$ cat config.mk
export PLATFORM = sky130hd
export DESIGN_NAME = center_overlay
export DESIGN_NICKNAME = d
export VERILOG_FILES = /design/src/rtl/center_overlay_pkg.sv /design/src/rtl/center_smoother.sv /design/src/rtl/center_overlay.sv
export SDC_FILE = /design/constraint.sdc
export NUM_CORES = 1
export LEC_CHECK = 0
export CORE_UTILIZATION = 45
export DETAILED_ROUTE_END_ITERATION = 12
export PLACE_DENSITY = 0.69
export SLEW_MARGIN = 25
export SYNTH_ARGS = -nofsm -noshare
export SYNTH_HDL_FRONTEND = slang
export SYNTH_SLANG_ARGS = --single-unit
export TNS_END_PERCENT = 50
$ cat constraint.sdc
create_clock -name pclk -period 11.15 [get_ports pclk]
set_input_delay 2.23 -clock pclk [delete_from_list [all_inputs] [get_ports pclk]]
set_output_delay 2.23 -clock pclk [all_outputs]
set_load 0.02 [all_outputs]
$ cat src/rtl/center_overlay_pkg.sv
// Shared types and constants for the centre overlay: tracking states,
// overlay colours, the tracker's "no target" default and coordinate width.
package center_overlay_pkg;

  localparam int COORD_W = 12;

  typedef enum logic [1:0] {
    ST_SEARCH = 2'd0,
    ST_LOCK   = 2'd1,
    ST_HOLD   = 2'd2
  } track_state_t;

  localparam logic [23:0] COLOR_LOCK = 24'h00FF00;
  localparam logic [23:0] COLOR_HOLD = 24'hFFFF00;

  localparam logic [COORD_W-1:0] NO_TARGET_H = 12'd320;
  localparam logic [COORD_W-1:0] NO_TARGET_V = 12'd240;

  // Magnitude of a 13-bit signed coordinate difference (range never hits -4096).
  function automatic logic [COORD_W:0] abs13(input logic signed [COORD_W:0] v);
    return v[COORD_W] ? (COORD_W+1)'(-v) : (COORD_W+1)'(v);
  endfunction

endpackage

$ cat src/rtl/center_smoother.sv
// Per-frame SEARCH/LOCK/HOLD tracker with an IIR-smoothed marker position.
// Everything advances only on the frame tick; centre inputs are ignored otherwise.
module center_smoother
  import center_overlay_pkg::*;
#(
  parameter int LOST_FRAMES  = 8,
  parameter int SMOOTH_SHIFT = 2
) (
  input  logic               clk,
  input  logic               srst,
  input  logic               tick,
  input  logic [COORD_W-1:0] center_h,
  input  logic [COORD_W-1:0] center_v,
  output logic [COORD_W-1:0] marker_h,
  output logic [COORD_W-1:0] marker_v,
  output track_state_t       state
);

  localparam int MISS_W = $clog2(LOST_FRAMES + 1);
  localparam logic [MISS_W-1:0] LOST = MISS_W'(LOST_FRAMES);

  track_state_t       state_reg, state_next;
  logic               hit_reg, hit_next;
  logic [MISS_W-1:0]  miss_reg, miss_next;
  logic [COORD_W-1:0] marker_h_reg, marker_h_next;
  logic [COORD_W-1:0] marker_v_reg, marker_v_next;
  logic               target_valid;

  // The step lies between marker and centre, so 12-bit truncation never wraps.
  function automatic logic [COORD_W-1:0] smooth(input logic [COORD_W-1:0] marker,
                                                 input logic [COORD_W-1:0] centre);
    logic signed [COORD_W:0] diff;
    logic signed [COORD_W:0] step;
    diff = $signed({1'b0, centre}) - $signed({1'b0, marker});
    step = diff >>> SMOOTH_SHIFT;
    return marker + step[COORD_W-1:0];
  endfunction

  assign target_valid = (center_h != NO_TARGET_H) || (center_v != NO_TARGET_V);

  always_ff @(posedge clk) begin
    if (srst) begin
      state_reg    <= ST_SEARCH;
      hit_reg      <= 1'b0;
      miss_reg     <= '0;
      marker_h_reg <= NO_TARGET_H;
      marker_v_reg <= NO_TARGET_V;
    end else begin
      state_reg    <= state_next;
      hit_reg      <= hit_next;
      miss_reg     <= miss_next;
      marker_h_reg <= marker_h_next;
      marker_v_reg <= marker_v_next;
    end
  end

  always_comb begin
    state_next    = state_reg;
    hit_next      = hit_reg;
    miss_next     = miss_reg;
    marker_h_next = marker_h_reg;
    marker_v_next = marker_v_reg;
    if (tick) begin
      case (state_reg)
        ST_SEARCH: begin
          if (!target_valid) begin
            hit_next = 1'b0;
          end else if (hit_reg) begin
            state_next    = ST_LOCK;
            hit_next      = 1'b0;
            marker_h_next = center_h;
            marker_v_next = center_v;
          end else begin
            hit_next = 1'b1;
          end
        end
        ST_LOCK: begin
          if (target_valid) begin
            marker_h_next = smooth(marker_h_reg, center_h);
            marker_v_next = smooth(marker_v_reg, center_v);
          end else begin
            state_next = ST_HOLD;
            miss_next  = MISS_W'(1);
          end
        end
        ST_HOLD: begin
          if (target_valid) begin
            state_next    = ST_LOCK;
            miss_next     = '0;
            marker_h_next = smooth(marker_h_reg, center_h);
            marker_v_next = smooth(marker_v_reg, center_v);
          end else if (miss_reg + 1'b1 == LOST) begin
            state_next = ST_SEARCH;
            miss_next  = '0;
          end else begin
            miss_next = miss_reg + 1'b1;
          end
        end
        default: state_next = ST_SEARCH;
      endcase
    end
  end

  assign marker_h = marker_h_reg;
  assign marker_v = marker_v_reg;
  assign state    = state_reg;

endmodule

$ cat src/rtl/center_overlay.sv
// Draws the tracked centre (crosshair, plus box when locked) onto the pixel
// stream with one cycle of latency; blanking and SEARCH pass rgb_in through.
module center_overlay
  import center_overlay_pkg::*;
#(
  parameter int H_ACTIVE     = 640,
  parameter int V_ACTIVE     = 480,
  parameter int ARM_LEN      = 16,
  parameter int BOX_HALF     = 32,
  parameter int LOST_FRAMES  = 8,
  parameter int SMOOTH_SHIFT = 2
) (
  input  logic               pclk,
  input  logic               rst,
  input  logic [COORD_W-1:0] Hcnt,
  input  logic [COORD_W-1:0] Vcnt,
  input  logic [COORD_W-1:0] center_h,
  input  logic [COORD_W-1:0] center_v,
  input  logic [23:0]        rgb_in,
  output logic [23:0]        rgb_out,
  output logic [COORD_W-1:0] marker_h,
  output logic [COORD_W-1:0] marker_v,
  output logic               tracking
);

  localparam logic [COORD_W:0] ARM = (COORD_W+1)'(ARM_LEN);
  localparam logic [COORD_W:0] BOX = (COORD_W+1)'(BOX_HALF);

  track_state_t            track_state;
  logic                    frame_tick;
  logic                    in_active;
  logic signed [COORD_W:0] dx, dy;
  logic [COORD_W:0]        adx, ady;
  logic                    on_cross, on_box;
  logic [23:0]             rgb_next, rgb_reg;

  // Tick at Hcnt==1 so the updated marker is live from Hcnt==2 of line 0.
  assign frame_tick = (Hcnt == 12'd1) && (Vcnt == 12'd0);

  center_smoother #(
    .LOST_FRAMES (LOST_FRAMES),
    .SMOOTH_SHIFT(SMOOTH_SHIFT)
  ) u_smoother (
    .clk     (pclk),
    .srst    (rst),
    .tick    (frame_tick),
    .center_h(center_h),
    .center_v(center_v),
    .marker_h(marker_h),
    .marker_v(marker_v),
    .state   (track_state)
  );

  assign in_active = (Hcnt < COORD_W'(H_ACTIVE)) && (Vcnt < COORD_W'(V_ACTIVE));
  assign dx  = $signed({1'b0, Hcnt} - {1'b0, marker_h});
  assign dy  = $signed({1'b0, Vcnt} - {1'b0, marker_v});
  assign adx = abs13(dx);
  assign ady = abs13(dy);

  assign on_cross = ((dy == 0) && (adx <= ARM)) || ((dx == 0) && (ady <= ARM));
  assign on_box   = ((adx == BOX) && (ady <= BOX)) || ((ady == BOX) && (adx <= BOX));

  always_comb begin
    rgb_next = rgb_in;
    if (in_active) begin
      case (track_state)
        ST_LOCK: if (on_cross || on_box) rgb_next = COLOR_LOCK;
        ST_HOLD: if (on_cross)           rgb_next = COLOR_HOLD;
        default: rgb_next = rgb_in;
      endcase
    end
  end

  always_ff @(posedge pclk) begin
    if (rst) rgb_reg <= '0;
    else     rgb_reg <= rgb_next;
  end

  assign rgb_out  = rgb_reg;
  assign tracking = (track_state != ST_SEARCH);

endmodule

==> metrics.yaml <==
status:
  status: "complete, no violations"
grt:
  grt_util_all_layers_pct: 26.1
  grt_pass1_vias: 6294
  antenna_found_initial: 0
  grt_overflow: 0
  grt_pass1_wl_um: 30100
  grt_max_degree: 43
placement:
  place.gp.congestion: 0.958
  dp_hpwl_um: 15100
  port-buffer-count: 122
  placed_area_um2: 7610
finish:
  largest_reg_flops: 24
  drive_gt1_share_pct: 4.50
  nets: 1062
  fill_cells: 1239
  final_area_um2: 7760
  area_delta_synth_final_pct: 24.2
  utilization_pct: 57.9
  num_antenna_cells: 0
clock_network:
  cts.sinks: 55
  hold_buffers: 0
  clock_latency_ps: 310
  path_clk_slew_ps: 80
  cts_root_buf: "clkbuf_16"
  cts_tree: "done"
  max-clock-path-buffers: 2
  cts.htree.levels: 2
  cts_resized: 0
  numCtsBuffers: 5
  postCtsSetupRepairBufs: 0
synthesis:
  synthesis.area_um2: 6240
  netlist_instances: 802
  synth_edf_count: 0
  postSynth.asyncResetShare_pct: 0
  synth.distinct_cells: 76
  syn-num-nets: 954
  yosysWarnings: 0
  synth_ff_type: "dfxtp_1"
  seq_area_frac_synth_pct: 17.6
  avgSynthCellArea_um2: 7.79
  synth-seq-cells: 55
routing:
  drc: 0
  drt_iter0_markers: 371
  drtAntennaViolNets: 0
  firstDrtPassIters: 7
  num_vias: 6497
  vias_per_cell: 5.98
  routed_wl_um: 18600
  wl_per_cell_um: 17.1
floorplanning:
  die-area_um2: 14400
  fp.dieH_um: 120
  fp-row-count: 42
  floorplan.initialDensity_pct: 46.6
  die_x_um: 120
  coreArea_um2: 13400
  io_pins: 123
worst_hold_path:
  hp-class: "reg2reg"
critical_path:
  cpMaxStageDelayCell: "o41ai_1"
  crit_path_start: "center_h[1]"
  crit_required_ps: 11390
  crit_fanout: 3
  cp.depth: 19
  reg2reg_depth: 19
  worstPathCellList: "clkdlybuf4s50_1 > ha_1 > a21o_1 > a21oi_1 > nor2b_1 > o31a_1 > o21a_1 > o41ai_1 > nor2b_1 > o21a_1 > nor2_1 > xnor2_1 > ha_1 > or3_1 > o21ai_0 > a21oi_1 > xor2_1 > mux2_2 > a21oi_1"
  crit_type: "in2reg"
  crit_end: "u_smoother.marker_h[11]"
  cp-start-kind: "primary input"
  crit_family: "compound AO/OA/AOI/OAI gates"
  critical_path.endpoint_type: "flop"
  r2r_start: "u_smoother.marker_h[1]"
  worstPathBufferInverterCount: 1
  reg2reg_slack_ps: 6540
  critPathMostFrequentCell: "a21oi_1"
  cp.arrival_ps: 6610
  r2r-end: "u_smoother.marker_h[11]"
  cpPeakStageDelay_ps: 550
sta:
  rsz0062_at_grt: "no"
  period_needed_ps: 6370
  slew_viol_final: 0
  relSlewSlack_pct: 40.4
  finalSetupViolCount: 0
  tightestPinTransition_ps: 871
  hold_viol: 0
  timing.setup.tns_ps: 0
  period_share_pct: 57.1
  max_freq_mhz: 157
  clock_skew_ps: 6.35
pwr:
  vdd_drop_max_uv: 57.8
  p_leak_nw: 3.08
  p_per_area_nw_per_um2: 73.5
job:
  drv_cap: 0
==> worst min-delay path by stage <==
stage | from | to | slack (ps) | cells past startpoint
floorplan | u_smoother.miss_reg[3] | u_smoother.miss_reg[3] | 470 | 2
global placement | u_smoother.miss_reg[3] | u_smoother.miss_reg[3] | 490 | 2
detailed placement | u_smoother.miss_reg[3] | u_smoother.miss_reg[3] | 500 | 2
CTS | u_smoother.miss_reg[3] | u_smoother.miss_reg[3] | 510 | 2
global route | u_smoother.miss_reg[3] | u_smoother.miss_reg[3] | 550 | 2
finish | u_smoother.miss_reg[3] | u_smoother.miss_reg[3] | 500 | 2
==> final cells by class <==
cell class,count,area [µm²],area share (%)
Clock buffer,5,125,1.61
Tap cell,176,220,2.84
Timing Repair Buffer,125,1240,16.0
Multi-Input combinational cell,670,4840,62.5
Inverter,53,199,2.56
Sequential cell,55,1100,14.2
Clock inverter,3,23.8,0.306
==> kinds of logic after synthesis <==
| kind of cell | share of synthesized area, % |
|---|---|
| mux | 4.57 |
| buf+inv | 4.83 |
| simple gates | 24.1 |
| fa+ha+maj | 16.1 |
| flops | 17.6 |
| compound gates | 26.5 |
| xor+xnor | 6.31 |
==> worst register-to-register path: stages, from the launching register on <==
cell     delay [ps]
dfxtp_1         540
inv_1           140
ha_1            290
a21o_1          180
a21oi_1         230
nor2b_1         110
o31a_1          280
o21a_1          200
o41ai_1         550
nor2b_1         130
o21a_1          210
nor2_1          120
xnor2_1         140
ha_1            280
or3_1           340
o21ai_0         100
a21oi_1          70
xor2_1          160
mux2_2          340
a21oi_1         120
==> routing by layer <==
metal,global-route usage [%],up-vias,share of wire [%]
met4,8.83,0,2.5
met1,34.1,3071,46
met3,3.71,34,4.5
met2,43.7,190,47
li1,-,3202,-
met5,0,-,0
==> metrics by stage <==
step | hold WS (ps) | setup WS [ps] | std cells | total power, mW
final | 504 | 4780 | 1087 | 0.570
after detailed placement | 496 | 4510 | 1079 | 0.407
after global placement | 486 | 4690 | 1079 | 0.401
after CTS | 507 | 4830 | 1087 | 0.574
after floorplan | 470 | 5390 | 802 | 0.337
after global routing | 547 | 4500 | 1087 | 0.605
==> cell usage after synthesis, types with 5 or more instances <==
cell	instances	share of area [%]
mux2i_1	24	3.8
a211oi_1	14	1.7
xnor2_1	31	4.3
or3_1	10	1.0
clkbuf_1	19	1.1
ha_1	74	15
o21a_1	23	2.8
o211ai_1	5	0.60
or2_2	11	1.1
nand3_1	24	1.9
nor2_1	84	5.0
nor4_1	11	1.1
nor2b_1	13	1.3
xor2_1	14	2.0
a21o_1	18	2.2
inv_1	53	3.2
and3_1	6	0.60
nor3_1	22	1.8
o31a_1	5	0.70
dfxtp_1	55	18
a311oi_1	6	0.84
nand4_1	9	0.90
a211o_1	7	0.98
a21oi_1	58	4.6
o22ai_1	5	0.50
o21ai_0	34	2.7
nand2_1	36	2.2
o21bai_1	11	1.3
nor3b_1	12	1.4
a31oi_1	5	0.50
nand2b_1	11	1.1
and2_1	10	1.0
==> cells in the final DEF (no fill, tap or decap), drive strengths merged, types with 11 or more instances in the layout <==
cell and instances:
or2 11, o21ai 36, nor2b 14, inv 54, o21a 23, xnor2 31
a21oi 59, clkdlybuf4s50 122, xor2 14, o21bai 11, nand2 36, ha 74
nor3b 13, nor3 22, nor2 84, a211oi 16, a21o 18, dfxtp 55
nand3 24, mux2i 24, nor4 11, nand2b 11
==> report_power, final <==
part	switching [mW]	internal [mW]	leakage (nW)	total, mW
Sequential	0.00129	0.201	0.450	0.202
Combinational	0.108	0.0951	2.56	0.203
Clock	0.0801	0.0847	0.0717	0.165
No activity file was read; power rests on OpenSTA's default activity.
